`config.mk`:
```
export PLATFORM = sky130hd
export DESIGN_NAME = alu_share_arbiter
export DESIGN_NICKNAME = d
export VERILOG_FILES = /design/src/rtl/alu_pkg.sv /design/src/rtl/alu_share_arbiter_rr.sv /design/src/rtl/alu_share_arbiter.sv
export SDC_FILE = /design/constraint.sdc
export NUM_CORES = 1
export LEC_CHECK = 0
export CAP_MARGIN = 10
export CORE_AREA = 2 2 126 128
export CTS_CLUSTER_DIAMETER = 120
export DETAILED_ROUTE_END_ITERATION = 6
export DIE_AREA = 0 0 128 130
export DONT_BUFFER_PORTS = 1
export GPL_TIMING_DRIVEN = 0
export PLACE_DENSITY = 0.51
export RECOVER_POWER = 100
export SLEW_MARGIN = 20
export SYNTH_ARGS = -nofsm -noshare
export SYNTH_HDL_FRONTEND = slang
export SYNTH_SLANG_ARGS = --single-unit
```
`constraint.sdc`:
```
create_clock -name i_clk -period 2.4 [get_ports i_clk]
set_clock_uncertainty 0.05 [all_clocks]
set_input_delay 0.24 -clock i_clk [delete_from_list [all_inputs] [get_ports i_clk]]
set_output_delay 0.24 -clock i_clk [all_outputs]
set_load 0.02 [all_outputs]
```
`src/rtl/alu_pkg.sv`:
```
// Shared ALU definitions: control codes, sequencer FSM encoding and default widths.
package alu_pkg;

    localparam int DATA_W_DEF = 32;
    localparam int CTRL_W_DEF = 4;

    localparam logic [3:0] ALU_SLL  = 4'b0000;
    localparam logic [3:0] ALU_SRL  = 4'b0001;
    localparam logic [3:0] ALU_SRA  = 4'b0010;
    localparam logic [3:0] ALU_SLLV = 4'b0011;
    localparam logic [3:0] ALU_SRLV = 4'b0100;
    localparam logic [3:0] ALU_SRAV = 4'b0101;
    localparam logic [3:0] ALU_ADDU = 4'b0110;
    localparam logic [3:0] ALU_SUBU = 4'b0111;
    localparam logic [3:0] ALU_AND  = 4'b1000;
    localparam logic [3:0] ALU_OR   = 4'b1001;
    localparam logic [3:0] ALU_XOR  = 4'b1010;
    localparam logic [3:0] ALU_NOR  = 4'b1011;
    localparam logic [3:0] ALU_SLT  = 4'b1100;
    localparam logic [3:0] ALU_JALR = 4'b1101;
    localparam logic [3:0] ALU_LUI  = 4'b1110;

    typedef enum logic [1:0] {
        ST_IDLE = 2'd0,
        ST_EXEC = 2'd1,
        ST_RESP = 2'd2
    } state_e;

endpackage

```
`src/rtl/alu_share_arbiter_rr.sv`:
```
// Two-way round-robin arbiter: one-hot grant from the valids and priority pointer.
module rr_arbiter_2 (
    input  logic       valid_0_i,
    input  logic       valid_1_i,
    input  logic       ptr_i,
    input  logic       en_i,
    output logic [1:0] grant_o,
    output logic       next_ptr_o
);

    // Grant the lone requester, or the pointed-to one on contention; pointer then moves past the winner.
    always_comb begin
        grant_o    = 2'b00;
        next_ptr_o = ptr_i;
        if (en_i) begin
            case ({valid_1_i, valid_0_i})
                2'b01:   grant_o = 2'b01;
                2'b10:   grant_o = 2'b10;
                2'b11:   grant_o = ptr_i ? 2'b10 : 2'b01;
                default: grant_o = 2'b00;
            endcase
        end else begin
            grant_o = 2'b00;
        end
        if (grant_o[0]) begin
            next_ptr_o = 1'b1;
        end else if (grant_o[1]) begin
            next_ptr_o = 1'b0;
        end else begin
            next_ptr_o = ptr_i;
        end
    end

endmodule

```
`src/rtl/alu_share_arbiter.sv`:
```
// Shares one external combinational ALU between two requesters: accept, execute, respond.
module alu_share_arbiter
    import alu_pkg::*;
#(
    parameter int DATA_W = DATA_W_DEF,
    parameter int CTRL_W = CTRL_W_DEF
) (
    input  logic              i_clk,
    input  logic              i_reset,
    input  logic              i_Req_Valid_0,
    output logic              o_Req_Ready_0,
    input  logic [CTRL_W-1:0] i_Req_Control_0,
    input  logic [DATA_W-1:0] i_Req_Data_1_0,
    input  logic [DATA_W-1:0] i_Req_Data_2_0,
    input  logic [4:0]        i_Req_Shamt_0,
    output logic              o_Rsp_Valid_0,
    input  logic              i_Rsp_Ready_0,
    output logic [DATA_W-1:0] o_Rsp_Result_0,
    input  logic              i_Req_Valid_1,
    output logic              o_Req_Ready_1,
    input  logic [CTRL_W-1:0] i_Req_Control_1,
    input  logic [DATA_W-1:0] i_Req_Data_1_1,
    input  logic [DATA_W-1:0] i_Req_Data_2_1,
    input  logic [4:0]        i_Req_Shamt_1,
    output logic              o_Rsp_Valid_1,
    input  logic              i_Rsp_Ready_1,
    output logic [DATA_W-1:0] o_Rsp_Result_1,
    output logic [CTRL_W-1:0] o_ALU_Control,
    output logic [DATA_W-1:0] o_ALU_Data_1,
    output logic [DATA_W-1:0] o_ALU_Data_2,
    output logic [4:0]        o_ALU_Shamt,
    input  logic [DATA_W-1:0] i_ALU_Result,
    output logic              o_Busy
);

    state_e            state_q, state_d;
    logic              ptr_q;
    logic              owner_q;
    logic [CTRL_W-1:0] ctrl_q;
    logic [DATA_W-1:0] data_1_q;
    logic [DATA_W-1:0] data_2_q;
    logic [4:0]        shamt_q;
    logic [DATA_W-1:0] result_q;

    logic [1:0]        grant_s;
    logic              next_ptr_s;
    logic              accept_s;
    logic              rsp_ready_owner_s;

    // Arbitration is suppressed while reset is asserted so nothing is accepted in that cycle.
    rr_arbiter_2 u_rr (
        .valid_0_i  (i_Req_Valid_0),
        .valid_1_i  (i_Req_Valid_1),
        .ptr_i      (ptr_q),
        .en_i       ((state_q == ST_IDLE) && !i_reset),
        .grant_o    (grant_s),
        .next_ptr_o (next_ptr_s)
    );

    assign accept_s          = grant_s[0] | grant_s[1];
    assign rsp_ready_owner_s = owner_q ? i_Rsp_Ready_1 : i_Rsp_Ready_0;

    // FSM state register.
    always_ff @(posedge i_clk) begin
        if (i_reset) begin
            state_q <= ST_IDLE;
        end else begin
            state_q <= state_d;
        end
    end

    // FSM next-state logic.
    always_comb begin
        state_d = state_q;
        case (state_q)
            ST_IDLE: state_d = accept_s ? ST_EXEC : ST_IDLE;
            ST_EXEC: state_d = ST_RESP;
            ST_RESP: state_d = rsp_ready_owner_s ? ST_IDLE : ST_RESP;
            default: state_d = ST_IDLE;
        endcase
    end

    // Operand, owner, pointer and result registers.
    always_ff @(posedge i_clk) begin
        if (i_reset) begin
            ptr_q    <= 1'b0;
            owner_q  <= 1'b0;
            ctrl_q   <= {CTRL_W{1'b0}};
            data_1_q <= {DATA_W{1'b0}};
            data_2_q <= {DATA_W{1'b0}};
            shamt_q  <= 5'd0;
            result_q <= {DATA_W{1'b0}};
        end else begin
            if (accept_s) begin
                ptr_q    <= next_ptr_s;
                owner_q  <= grant_s[1];
                ctrl_q   <= grant_s[1] ? i_Req_Control_1 : i_Req_Control_0;
                data_1_q <= grant_s[1] ? i_Req_Data_1_1  : i_Req_Data_1_0;
                data_2_q <= grant_s[1] ? i_Req_Data_2_1  : i_Req_Data_2_0;
                shamt_q  <= grant_s[1] ? i_Req_Shamt_1   : i_Req_Shamt_0;
            end
            if (state_q == ST_EXEC) begin
                result_q <= i_ALU_Result;
            end
        end
    end

    // FSM outputs: request readies, owner-steered response and busy flag.
    always_comb begin
        o_Req_Ready_0  = grant_s[0];
        o_Req_Ready_1  = grant_s[1];
        o_Rsp_Valid_0  = 1'b0;
        o_Rsp_Valid_1  = 1'b0;
        o_Rsp_Result_0 = {DATA_W{1'b0}};
        o_Rsp_Result_1 = {DATA_W{1'b0}};
        o_Busy         = (state_q != ST_IDLE);
        if (state_q == ST_RESP) begin
            if (owner_q) begin
                o_Rsp_Valid_1  = 1'b1;
                o_Rsp_Result_1 = result_q;
            end else begin
                o_Rsp_Valid_0  = 1'b1;
                o_Rsp_Result_0 = result_q;
            end
        end else begin
            o_Rsp_Valid_0 = 1'b0;
            o_Rsp_Valid_1 = 1'b0;
        end
    end

    assign o_ALU_Control = ctrl_q;
    assign o_ALU_Data_1  = data_1_q;
    assign o_ALU_Data_2  = data_2_q;
    assign o_ALU_Shamt   = shamt_q;

endmodule
```
==> results of run 1 <==
cell families (layout without fill, tap and decap cells):
| family | Yosys count | after routing | synth area share |
|---|---|---|---|
| other | 0 | 1 | 0 |
| AO/OA/AOI/OAI | 254 | 254 | 0.349 |
| buffers and inverters | 100 | 208 | 0.0816 |
| AND/OR/NAND/NOR | 217 | 217 | 0.202 |
| multiplexers | 1 | 1 | 0.00168 |
| flip-flops | 109 | 109 | 0.366 |
critical path: stages (launching register included):
cell and delay (ns):
dfxtp_1 0.45, nor3b_2 0.42, clkbuf_1 0.32, and2_1 0.36
sequential cells by signal, indices dropped and copies added (netlist names):
name,count
o_ALU_Data_1,32
o_ALU_Data_2,32
result_q,32
o_ALU_Shamt,5
o_ALU_Control,4
state_q,2
owner_q,1
ptr_q,1
what timing repair did:
item                                    CTS  global route
cloned                                    0             0
gates resized for setup                   2             2
pin swaps                                 0             0
buffers inserted                          0             0
endpoints found under the setup margin   29             9
hold endpoints to repair                 92             0
hold buffers                             92             0
per-stage QoR:
| stage | worst slack [ns] | power, mW | hold WS [ns] | std cells |
|---|---|---|---|---|
| after floorplan | 0.629 | 2.98 | 0.326 | 681 |
| after global placement | 0.0896 | 3.22 | 0.330 | 873 |
| after detailed placement | 0.0977 | 3.25 | 0.334 | 873 |
| after CTS | 0.0732 | 4.88 | 0.000736 | 981 |
| after global routing | 0.0236 | 5.09 | 0.00242 | 982 |
| final | 0.206 | 4.85 | 0.0146 | 982 |
layer usage:
layer | GRT usage | vias to the layer above | routed length (um)
li1 | - | 2809 | -
met1 | 0.291 | 2904 | 8580
met2 | 0.434 | 315 | 11000
met3 | 0.0750 | 50 | 1850
met4 | 0.0899 | 0 | 667
met5 | 0 | - | 0
placed cells by master (no fill, tap or decap), types with 2 or more instances in the layout:
cell type / count
and2_0: 51
clkbuf_2: 8
clkbuf_1: 47
a311oi_1: 73
and2_1: 14
dfxtp_1: 109
clkbuf_16: 9
nand4_1: 73
dlygate4sd3_1: 92
nand2_1: 66
clkinv_4: 2
clkbuf_8: 2
a21oi_1: 106
o31ai_1: 3
buf_1: 7
o31ai_2: 70
inv_1: 3
buf_2: 25
nor2b_1: 2
inv_6: 2
nand2b_1: 2
buf_6: 9
path summary, 6_finish.rpt:
check / endpoint / from / slack [ns]
setup / recovery: o_Rsp_Result_0[12] / state_q[1] / 0.21
hold / removal: o_ALU_Data_1[27] / i_Req_Data_1_0[27] / 0.01
setup reg to reg: o_ALU_Data_1[27] / state_q[1] / 0.27
hold reg to reg: result_q[10] / result_q[10] / 0.41
cell type report:
cell class | instances | area, sq um | share of cell area
flip-flops and latches | 109 | 2180 | 0.294
multi-input cells | 472 | 3290 | 0.444
well taps | 192 | 240 | 0.0324
inverters | 3 | 11.3 | 0.00152
repair buffers | 92 | 921 | 0.124
clock inverters | 5 | 42.5 | 0.00573
diodes | 1 | 2.50 | 0.000337
clock buffers | 11 | 253 | 0.0341
plain buffers | 97 | 477 | 0.0642
power groups by stage:
stage               Sequential [mW]  Combinational, mW  Clock, mW
floorplan                      2.24              0.740          0
global placement               2.30              0.924          0
detailed placement             2.30              0.951          0
CTS                            2.26               1.08       1.53
global route                   2.28               1.19       1.62
finish                         2.26               1.09       1.49
==> flow_summary.json, run 1 <==
{
  "cts.sinks": 109,
  "yosysUniqueCellTypes": 28,
  "fin_util": 0.481,
  "drt-total-wl_um": 22100,
  "cp_max_fo": 10,
  "status": "finished clean",
  "grt_pass1_vias": 5782,
  "syn_to_final_growth_pct": 24.4,
  "coreArea_sq_um": 15400,
  "synth_edf_count": 0,
  "timing.final.crit_share": 0.914,
  "synth_top_area_frac": 0.366,
  "root_buffer": "clkbuf_16",
  "synth_area_leader_cell": "dfxtp_1",
  "p_leak_nw": 2.37,
  "yosysWarnings": 0,
  "rsz0062_at_grt": "false",
  "rows": 46,
  "yosysMostFrequentCell": "dfxtp_1",
  "holdPathStages": 2,
  "routedWlPerCell_um": 22.5,
  "crit_path_end_kind": "output port",
  "clkTransAtPathRegs_ns": 0.08,
  "globalRouteOverflowTotal": 0,
  "die_w_um": 128,
  "fin_tns_setup_ns": 0,
  "reg2regPathDepth": 5,
  "powerDensity_nw_per_um2": 653,
  "power_frac_clock": 0.308,
  "antenna_found_initial": 1,
  "port_buffers": 0,
  "cp.arrival_ns": 1.90,
  "fmax_mhz": 456,
  "drt_first_iter_violations": 296,
  "seqPwrFrac": 0.467,
  "start_util": 0.387,
  "post-route-drc-count": 0,
  "cts_max_path_buffers": 2,
  "via_per_inst": 6.19,
  "worstMarginPinSlew_ns": 0.677,
  "critPathKind": "register to output port",
  "fillers": 1511,
  "syn_nets": 865,
  "grt_pass1_wl_um": 32400,
  "ys_top_cells_by_count": "109 x dfxtp_1, 106 x a21oi_1, 73 x a311oi_1, 73 x nand4_1, 70 x o31ai_2",
  "comb_power_share": 0.225,
  "clk_latency_ns": 0.34,
  "synth_cells": 681,
  "gp_congestion": 0.838,
  "synthFlopType": "dfxtp_1",
  "cts_tree": "built",
  "netlist_area_sq_um": 5970,
  "ys_ff_latch": 109,
  "hold_viol": 0,
  "postLayoutCellArea_sq_um": 7420,
  "drv_cap": 0,
  "dp.final_hpwl_um": 15800,
  "layout_min_cycle_time_ns": 2.19,
  "switching_share": 0.348,
  "postRouteAntennaNets": 0,
  "ios": 326,
  "htreeDepth": 3,
  "place_area_sq_um": 6210,
  "gr-usage-all-layers": 0.249,
  "ir_worst_vdd_mv": 0.328,
  "intPower_mw": 3.16,
  "cp_data_required_time_ns": 2.11,
  "nets": 968,
  "drive_gt1_frac": 0.165,
  "maxSlewHeadroom": 0.548,
  "dieArea_sq_um": 16600,
  "power.switching_mw": 1.69,
  "dr_total_vias": 6078,
  "cts_inserted_buffers": 9,
  "dr.pass1.iters": 6,
  "finalMaxSlewViolations": 0,
  "hold_class": "primary input to register",
  "setup_violations": 0,
  "ys_seq_area_frac": 0.366,
  "die_y_um": 130,
  "synth-async-reset-ratio": 0,
  "cp-start-kind": "register",
  "grt_start_max_net_pins": 19,
  "avgSynthCellArea_sq_um": 8.76,
  "synthTopCellsByArea": "dfxtp_1 37%, o31ai_2 15%, a311oi_1 11%"
}
(Power assumes the default switching activity.)
==> run 2: changes to the inputs <==
clock period = 2.3 ns   (was 2.4 ns; I/O delays follow)
==> flow_summary.json, run 2 (synthesis gave the netlist of run 1 again) <==
{
  "status": "finished clean",
  "worstMarginPinSlew_ns": 0.680,
  "drv_cap": 0,
  "cts.sinks": 109,
  "cp-start-kind": "register",
  "clk_latency_ns": 0.35,
  "drt-total-wl_um": 22200,
  "layout_min_cycle_time_ns": 2.15,
  "layout_commonest_cell": "dfxtp_1",
  "dr.pass1.iters": 5,
  "gr-usage-all-layers": 0.249,
  "crit_family": "simple AND/OR/NAND/NOR gates",
  "postRouteAntennaNets": 0,
  "rsz0062_at_grt": "false",
  "drive_gt1_frac": 0.164,
  "dr_total_vias": 6102,
  "cp_slowest_cell": "dfxtp_1",
  "globalRouteOverflowTotal": 0,
  "cts_tree": "built",
  "fmax_mhz": 465,
  "crit_chain": "nor3b_4 > clkbuf_1 > and2_1",
  "p_leak_nw": 2.45,
  "die_w_um": 128,
  "hold_viol": 0,
  "setup_violations": 0,
  "dp_cells": 873,
  "grt_start_max_net_pins": 19,
  "cts_inserted_buffers": 9,
  "crit_path_end_kind": "output port",
  "postLayoutCellArea_sq_um": 7520,
  "via_per_inst": 6.16,
  "path_buf_inv": 1,
  "hold_class": "primary input to register",
  "nets": 976,
  "dieArea_sq_um": 16600,
  "critPathKind": "register to output port",
  "finalPower_mw": 5.08,
  "antenna_found_initial": 1,
  "syn_to_final_growth_pct": 26.0,
  "dp.final_hpwl_um": 15800,
  "gp_congestion": 0.838,
  "place_area_sq_um": 6210,
  "coreArea_sq_um": 15400,
  "fin_hold_ws_ns": 0.0121,
  "cp_max_fo": 10,
  "finalMaxSlewViolations": 0,
  "fillers": 1490,
  "ir_worst_vdd_mv": 0.347,
  "cts_max_path_buffers": 2,
  "post-route-drc-count": 0,
  "cp.arrival_ns": 1.87,
  "powerDensity_nw_per_um2": 676,
  "final_cells": 990,
  "routedWlPerCell_um": 22.4,
  "die_y_um": 130,
  "htreeDepth": 3,
  "fin_tns_setup_ns": 0,
  "start_util": 0.387,
  "cp_data_required_time_ns": 2.02,
  "ios": 326,
  "maxSlewHeadroom": 0.547,
  "grt_pass1_wl_um": 32400,
  "grt_pass1_vias": 5793,
  "timing.final.crit_share": 0.935,
  "port_buffers": 0,
  "drt_first_iter_violations": 279,
  "root_buffer": "clkbuf_16",
  "mostFrequentLayoutCells": "109 x dfxtp_1, 106 x a21oi_1, 100 x dlygate4sd3_1",
  "critPathMaxStageDelay_ns": 0.49,
  "rows": 46,
  "clkTransAtPathRegs_ns": 0.08
}
run 2: final cells by class:
cell class                 instances  area, sq um  area share
antenna                            1         2.50    0.000333
clock buffer                      11          253      0.0336
sequential                       109         2180       0.290
clock inverter                     5         42.5     0.00566
inverter                           3         11.3     0.00150
multi-input combinational        472         3310       0.440
tap                              192          240      0.0320
timing repair buffer             100         1000       0.133
buffer                            97          477      0.0634
run 2: final timing paths:
path | start | endpoint | slack, ns | cells after the start
min reg2reg | result_q[10] | result_q[10] | 0.41 | 2
min | i_Req_Data_1_0[3] | o_ALU_Data_1[3] | 0.01 | 2
max reg2reg | ptr_q | o_ALU_Data_2[29] | 0.23 | 5
max | state_q[1] | o_Rsp_Result_0[12] | 0.15 | 3
run 2: report_power, final:
part	leakage [nW]	internal [mW]	switching (mW)
Clock	0.143	0.808	0.756
Combinational	1.41	0.444	0.709
Sequential	0.897	2.06	0.304
Total	2.45	3.31	1.77
run 2: metal layers:
| metal | GRT usage | part of all wire | up-vias |
|---|---|---|---|
| li1 | - | - | 2819 |
| met1 | 0.292 | 0.39 | 2914 |
| met2 | 0.436 | 0.50 | 325 |
| met3 | 0.0730 | 0.084 | 44 |
| met4 | 0.0879 | 0.027 | 0 |
| met5 | 0 | 0 | - |
run 2: per-stage QoR:
| stage | utilization | setup WS [ns] |
|---|---|---|
| final | 0.487 | 0.149 |
| after global routing | 0.487 | 0.0109 |
| after CTS | 0.487 | 0.0490 |
| after detailed placement | 0.402 | 0.00769 |
| after global placement | 0.402 | -0.000373 |
| after floorplan | - | 0.539 |
run 2: repair_timing:
action                                  CTS  global route
hold buffers                            100             0
resized for setup                         3             1
setup buffers                             0             0
endpoints found under the hold margin   100             0
endpoints found under the setup margin   39            29
gates cloned                              0             0
